`src/rtl/rf_pkg.sv`:
```
// Shared types for the register-file request/select path.
// Sizes, index/one-hot types and the index-to-one-hot decode.
package rf_pkg;
  localparam int N_REQ = 8;
  localparam int IDX_W = 3;

  typedef logic [IDX_W-1:0] idx_t;
  typedef logic [N_REQ-1:0] onehot_t;

  function automatic onehot_t idx_to_onehot(input idx_t idx);
    idx_to_onehot = onehot_t'(1) << idx;
  endfunction
endpackage

```
`src/rtl/rr_pick.sv`:
```
// Combinational round-robin / fixed-priority pick over eight requests.
// Rotating by ptr turns "first set bit at or after ptr" into a plain lowest-bit scan.
module rr_pick
  import rf_pkg::*;
#(
  parameter bit RR_EN = 1'b1
) (
  input  logic [N_REQ-1:0] req,
  input  logic [IDX_W-1:0] ptr,
  output logic [IDX_W-1:0] pick,
  output logic             any
);

  onehot_t rot_s;
  onehot_t scan_s;
  idx_t    base_s;
  idx_t    off_s;

  // Rotate, scan for the lowest set bit, then rotate the offset back.
  always_comb begin
    rot_s = onehot_t'({req, req} >> ptr);
    if (RR_EN) begin
      scan_s = rot_s;
      base_s = ptr;
    end else begin
      scan_s = req;
      base_s = '0;
    end
    off_s = '0;
    for (int i = N_REQ - 1; i >= 0; i--) begin
      if (scan_s[i]) begin
        off_s = idx_t'(i);
      end else begin
        off_s = off_s;
      end
    end
    pick = base_s + off_s;
    any  = |req;
  end

endmodule

```
`src/rtl/rr_encoder_8_3.sv`:
```
// Round-robin 8-to-3 request encoder with a registered ready/valid output.
// ack is combinational and fires only in the cycle a request is captured.
module rr_encoder_8_3
  import rf_pkg::*;
#(
  parameter bit RR_EN = 1'b1
) (
  input  logic             clk,
  input  logic             reset_n,
  input  logic [N_REQ-1:0] req,
  output logic [N_REQ-1:0] ack,
  output logic             out_valid,
  input  logic             out_ready,
  output logic [IDX_W-1:0] out_idx,
  output logic [N_REQ-1:0] out_onehot
);

  logic out_valid_q, out_valid_d;
  idx_t out_idx_q, out_idx_d;
  idx_t ptr_q, ptr_d;
  idx_t pick_s;
  logic any_s;
  logic load_s;

  rr_pick #(.RR_EN(RR_EN)) u_pick (
    .req  (req),
    .ptr  (ptr_q),
    .pick (pick_s),
    .any  (any_s)
  );

  // Capture decision, ack decode and next-state for the output register and pointer.
  always_comb begin
    load_s      = (!out_valid_q || out_ready) && any_s && reset_n;
    ack         = '0;
    out_valid_d = out_valid_q;
    out_idx_d   = out_idx_q;
    ptr_d       = ptr_q;
    if (load_s) begin
      ack         = idx_to_onehot(pick_s);
      out_valid_d = 1'b1;
      out_idx_d   = pick_s;
      ptr_d       = pick_s + idx_t'(1);
    end else if (out_valid_q && out_ready) begin
      out_valid_d = 1'b0;
    end else begin
      out_valid_d = out_valid_q;
    end
  end

  // State registers; reset discards any pending output and rewinds the pointer.
  always_ff @(posedge clk or negedge reset_n) begin
    if (!reset_n) begin
      out_valid_q <= 1'b0;
      out_idx_q   <= '0;
      ptr_q       <= '0;
    end else begin
      out_valid_q <= out_valid_d;
      out_idx_q   <= out_idx_d;
      ptr_q       <= ptr_d;
    end
  end

  assign out_valid  = out_valid_q;
  assign out_idx    = out_idx_q;
  assign out_onehot = out_valid_q ? idx_to_onehot(out_idx_q) : '0;

endmodule
```
`config.mk`:
```
export PLATFORM = sky130hd
export DESIGN_NAME = rr_encoder_8_3
export DESIGN_NICKNAME = d
export VERILOG_FILES = /design/src/rtl/rf_pkg.sv /design/src/rtl/rr_pick.sv /design/src/rtl/rr_encoder_8_3.sv
export SDC_FILE = /design/constraint.sdc
export NUM_CORES = 1
export LEC_CHECK = 0
export CAP_MARGIN = 10
export CORE_MARGIN = 3
export CORE_UTILIZATION = 47
export DETAILED_ROUTE_END_ITERATION = 10
export GPL_TIMING_DRIVEN = 0
export HOLD_SLACK_MARGIN = 0.1
export PLACE_DENSITY_LB_ADDON = 0.3
export SLEW_MARGIN = 15
export SYNTH_ARGS = -nofsm -noshare
export SYNTH_HDL_FRONTEND = slang
export SYNTH_HIERARCHICAL = 1
export SYNTH_SLANG_ARGS = --single-unit
```
`constraint.sdc`:
```
create_clock -name clk -period 5.9 [get_ports clk]
set_input_delay 1.18 -clock clk [delete_from_list [all_inputs] [get_ports clk]]
set_output_delay 1.18 -clock clk [all_outputs]
set_load 0.05 [all_outputs]
```
# After elaboration in Yosys (flattened, before gate mapping)
# Index checks and enable logic that the tools add are counted.
# Widths: inputs -> output; s select.
[word_totals] out_inout_bits=20 input_bits=11 regBits=7 elab_cells=27
[classes] n_reduce_logical=7 n_shift=3 mux=12 n_addsub=2
[op_table] operator="$mux 3" n=8
[op_table] operator="$mux 8" n=2
[op_table] operator="$shl 1x3->8 const A" n=2
[op_table] operator="$shr 16x3->8" n=1
[op_table] operator="$reduce_or 8->1" n=1
[op_table] operator="$add 3x1->3 const B" n=1
[op_table] operator="$add 3x3->3" n=1
[op_table] operator="$logic_and 1x1->1" n=3
[op_table] operator="$mux 1" n=2
[op_table] operator="$reduce_bool 2->1" n=1
[op_table] operator="$logic_not 1->1" n=1
[op_table] operator="$logic_or 1x1->1" n=1

# Logic depth before layout (Yosys ltp)
[logic_depth] depth_word=12 ltp_mapped=14 mapped_depth_nobuf=13

# By module
# The synthesis kept the hierarchy.
[by_module_without_submodules] module="rr_pick" seq_area_each_um2=0.0 area_per_inst_um2=519.2 instances=1 cells_each=50
[by_module_without_submodules] module="rr_encoder_8_3" seq_area_each_um2=175.2 area_per_inst_um2=514.2 instances=1 cells_each=50

# Worst setup path after synthesis
# No wires, ideal clock.
[synth_path] kind="input -> output" start="input req[7]" end="output ack[4]" path_buffers=0 stages=12 arrival_time_ns=4.224 slack_ns=0.496 t_required_ns=4.720 path_cell_list="mux4_1 > mux2i_1 > o311ai_0 > a21bo_2 > a31oi_1 > ha_1 > inv_1 > fa_1 > xnor2_1 > xnor2_1 > inv_1 > nor2_1"
[synth_via] elab_chain_len=12 elab_cells_between_ends=15 classes_between="1 x add/sub; 2 x shift; 9 x mux; 3 x reduce/logical"
[synth_lines] element="start, declared" line_no="rr_encoder_8_3.sv:10" rtl="input logic [N_REQ-1:0] req,"
[synth_lines] element="$shr 16x3->8 (*)" line_no="rr_pick.sv:21" rtl="rot_s = onehot_t'({req, req} >> ptr);"
[synth_lines] element="$mux 3 (7 in a row)" line_no="rr_pick.sv:31" rtl="if (scan_s[i]) begin"
[synth_lines] element="$mux 3 (*)" line_no="rr_pick.sv:31"
[synth_lines] element="$add 3x3->3 (*)" line_no="rr_pick.sv:37" rtl="pick = base_s + off_s;"
[synth_lines] element="named net pick_s[2]" line_no="rr_encoder_8_3.sv:21" rtl="idx_t pick_s;"
[synth_lines] element="$shl 1x3->8 (*)" line_no="rf_pkg.sv:11" rtl="idx_to_onehot = onehot_t'(1) << idx;"
[synth_lines] element="$mux 8 (*)" line_no="rr_encoder_8_3.sv:39" rtl="if (load_s) begin"
[synth_lines] element="end, declared" line_no="rr_encoder_8_3.sv:11" rtl="output logic [N_REQ-1:0] ack,"
# Mark *: on every way through the listed nets, which the timed path passes. The rest lies on a longest branch.

# Final worst setup path
[layout_path] start="input req[2]" end="output ack[3]"
# Same word-level chain as after synthesis.

==> run metrics <==
status finished, final reports clean; fin crit period 5.695 ns; dpl ws -0.9026 ns; Placed Instances 157; CTS H-tree lvls 1; kind of critical path in -> out; DP Wirelength 1994 um; Num CTS Buffers 3; first-pass GRT wire length 4215 um; drt pass-1 iters 5; biggest cell delay along the critical path 0.53 ns; Area contributors post-synth mux4_1, dfrtp_1, ha_1; syn avg cell area 10.33 um2; most frequent cells in the layout clkdlybuf4s50_1, nor2_1, nand2_1; GRT Overall Usage 20.96%; GRT Residual Overflow 0; top-area cell type share of the netlist area 17.80%; CTS clk-pin slew, worst paths 0.06 ns; Worst Clk Skew 0.0004488 ns; post-synthesis sequential area ratio 16.95%; total core area 0.002022 mm2; port bufs 30; DR WL/cell 16.34 um; RD Place Congestion 0.8178; cell chain of the critical path dlygate4sd2_1, mux4_2, mux2i_4, o311ai_2, a21bo_2, a31oi_1, ha_1, inv_1, fa_1, xnor2_1, xnor2_2, inv_2, ha_1, and2_2, buf_4; top_reg_cell synth dfrtp_1; ratio of cells with drive above 1 in the final layout 32.12%; Setup WS post-layout 0.2050 ns; clock sink total 7; initial antenna violation count 0; Filler cells 153; Netlist cell types 35; max_cap viols 0; Chip Width 52.89 um; most common cell type on the critical path ha_1; r2r setup slk 2.33 ns; Worst Path Max Fanout 6; Worst Hold Class reg -> reg; I/O pins 31; count of pins over their slew limit 0; Async SR Flop Fraction 100.0%; Clock Path Buffers 2; Vias/cell 5.841; post-synthesis instance area 0.001033 mm2; Synth-to-Final Area Change 39.23%; Die Span Y 52.89 um; CTS tree yes; RSZ-0062 raised after global routing false; Slew HR 66.05%; Slew @ Worst Pin 0.5076 ns; Total Neg Setup Slack 0 ns; Setup Viol. Count Final 0; worst hold margin 0.5269 ns; Synth area leader mux4_1; Post-Syn Nets 119; slowest stage cell, crit path mux4_2; Die ar. 0.002797 mm2; Routed WL 2680 um; Vias 958; endpoints failing hold 0; # hold bufs at CTS 0; ANT nets after route 0; nets 157; YS warnings 6; #FFs+latches synth 7; fin crit share 96.52%; Initial Util 51.11%; ANT cells 0; initial drt markers 13; cells after synthesis 100; vias in the first global route 911; num rows 16; Remaining DRCs 0; crit path DAT 4.51 ns; Root Buffer clkbuf_4; Max Clock Freq 175.6 MHz; final cell count without fillers 164; clock insertion delay at the later pin of the skew report 0.26 ns; most common cell after layout, fill and taps aside clkdlybuf4s50_1; largest net degree at the start of global routing 11; Post-synth EDFFs 0; CP startpoint kind input port; Setup crit end kind output port; Worst Path Required 4.72 ns
layer usage:
layer | routed length (um) | vias up | GRT usage (%)
met4 | 56 | 0 | 9.787
met2 | 1401 | 27 | 34.09
met1 | 1139 | 481 | 27.46
li1 | - | 444 | -
met3 | 83 | 6 | 2.535
met5 | 0 | - | 0
path summary, 6_finish.rpt:
| check | from | endpoint | cells after the start |
|---|---|---|---|
| max | req[2] | ack[3] | 15 |
| min | ptr_q[2] | ptr_q[2] | 2 |
| max reg2reg | ptr_q[0] | ptr_q[2] | 14 |
| min reg2reg | ptr_q[2] | ptr_q[2] | 2 |
| max in group asynchronous | reset_n | out_valid | 1 |
| min in group asynchronous | reset_n | out_idx[1] | 1 |
metrics by stage:
stage	util (%)	cell area, um2
2_1_floorplan	-	1033
3_3_place_gp	67.64	1368
3_5_place_dp	67.64	1368
6_report	71.16	1439
5_1_grt	71.16	1439
4_1_cts	69.49	1405
logic make-up after synthesis:
group                      after synthesis  share of synthesized area, %
and+or+nand+nor                         37                         20.34
muxes                                   22                         35.23
buffers and inverters                   13                         6.416
AOI/OAI and AO/OA                       11                         8.959
adders and majority gates                8                         10.41
DFF                                      7                         16.95
xor gates and xnor gates                 2                         1.695
Yosys cell counts (all sizes together) (2+ instances only):
library cell and count:
xnor2 2, and2 2, mux2 9, nand2 9, mux4 7, dfrtp 7, nor3 3, nor4 2
ha 7, nand2b 3, nor2 9, and3 4, mux2i 6, inv 9, o211ai 2, buf 4
worst max-delay path, delay by kind of cell:
kind	cells	cell delay [ns]
AND/OR/NAND/NOR	1	0.16
XOR/XNOR	2	0.49
buffers and inverters	4	0.62
AO/OA/AOI/OAI	3	0.57
multiplexers	2	0.72
adder cells (fa/ha/maj)	3	0.76
registers in the layout, summed over array words and instances (netlist names):
signal and count:
out_idx 3, ptr_q 3, out_valid 1
area by class of cell:
type / instances / area, um2 / share of cell area, %
sequential: 7 / 175.2 / 12.17
clock buffer: 4 / 26.28 / 1.826
buffer: 4 / 32.53 / 2.261
multi-input combinational: 80 / 815.8 / 56.70
timing repair buffer: 33 / 321.6 / 22.35
tap: 27 / 33.78 / 2.348
inverter: 9 / 33.78 / 2.348
timing repair:
item,CTS,global route
pin swaps,1,1
setup endpoints to repair,8,8
hold endpoints to repair,0,0
buffers inserted,2,1
resized for setup,41,10
Power is not shown: default switching activity piles up to over one toggle a cycle in this logic, so the estimate is an artifact.
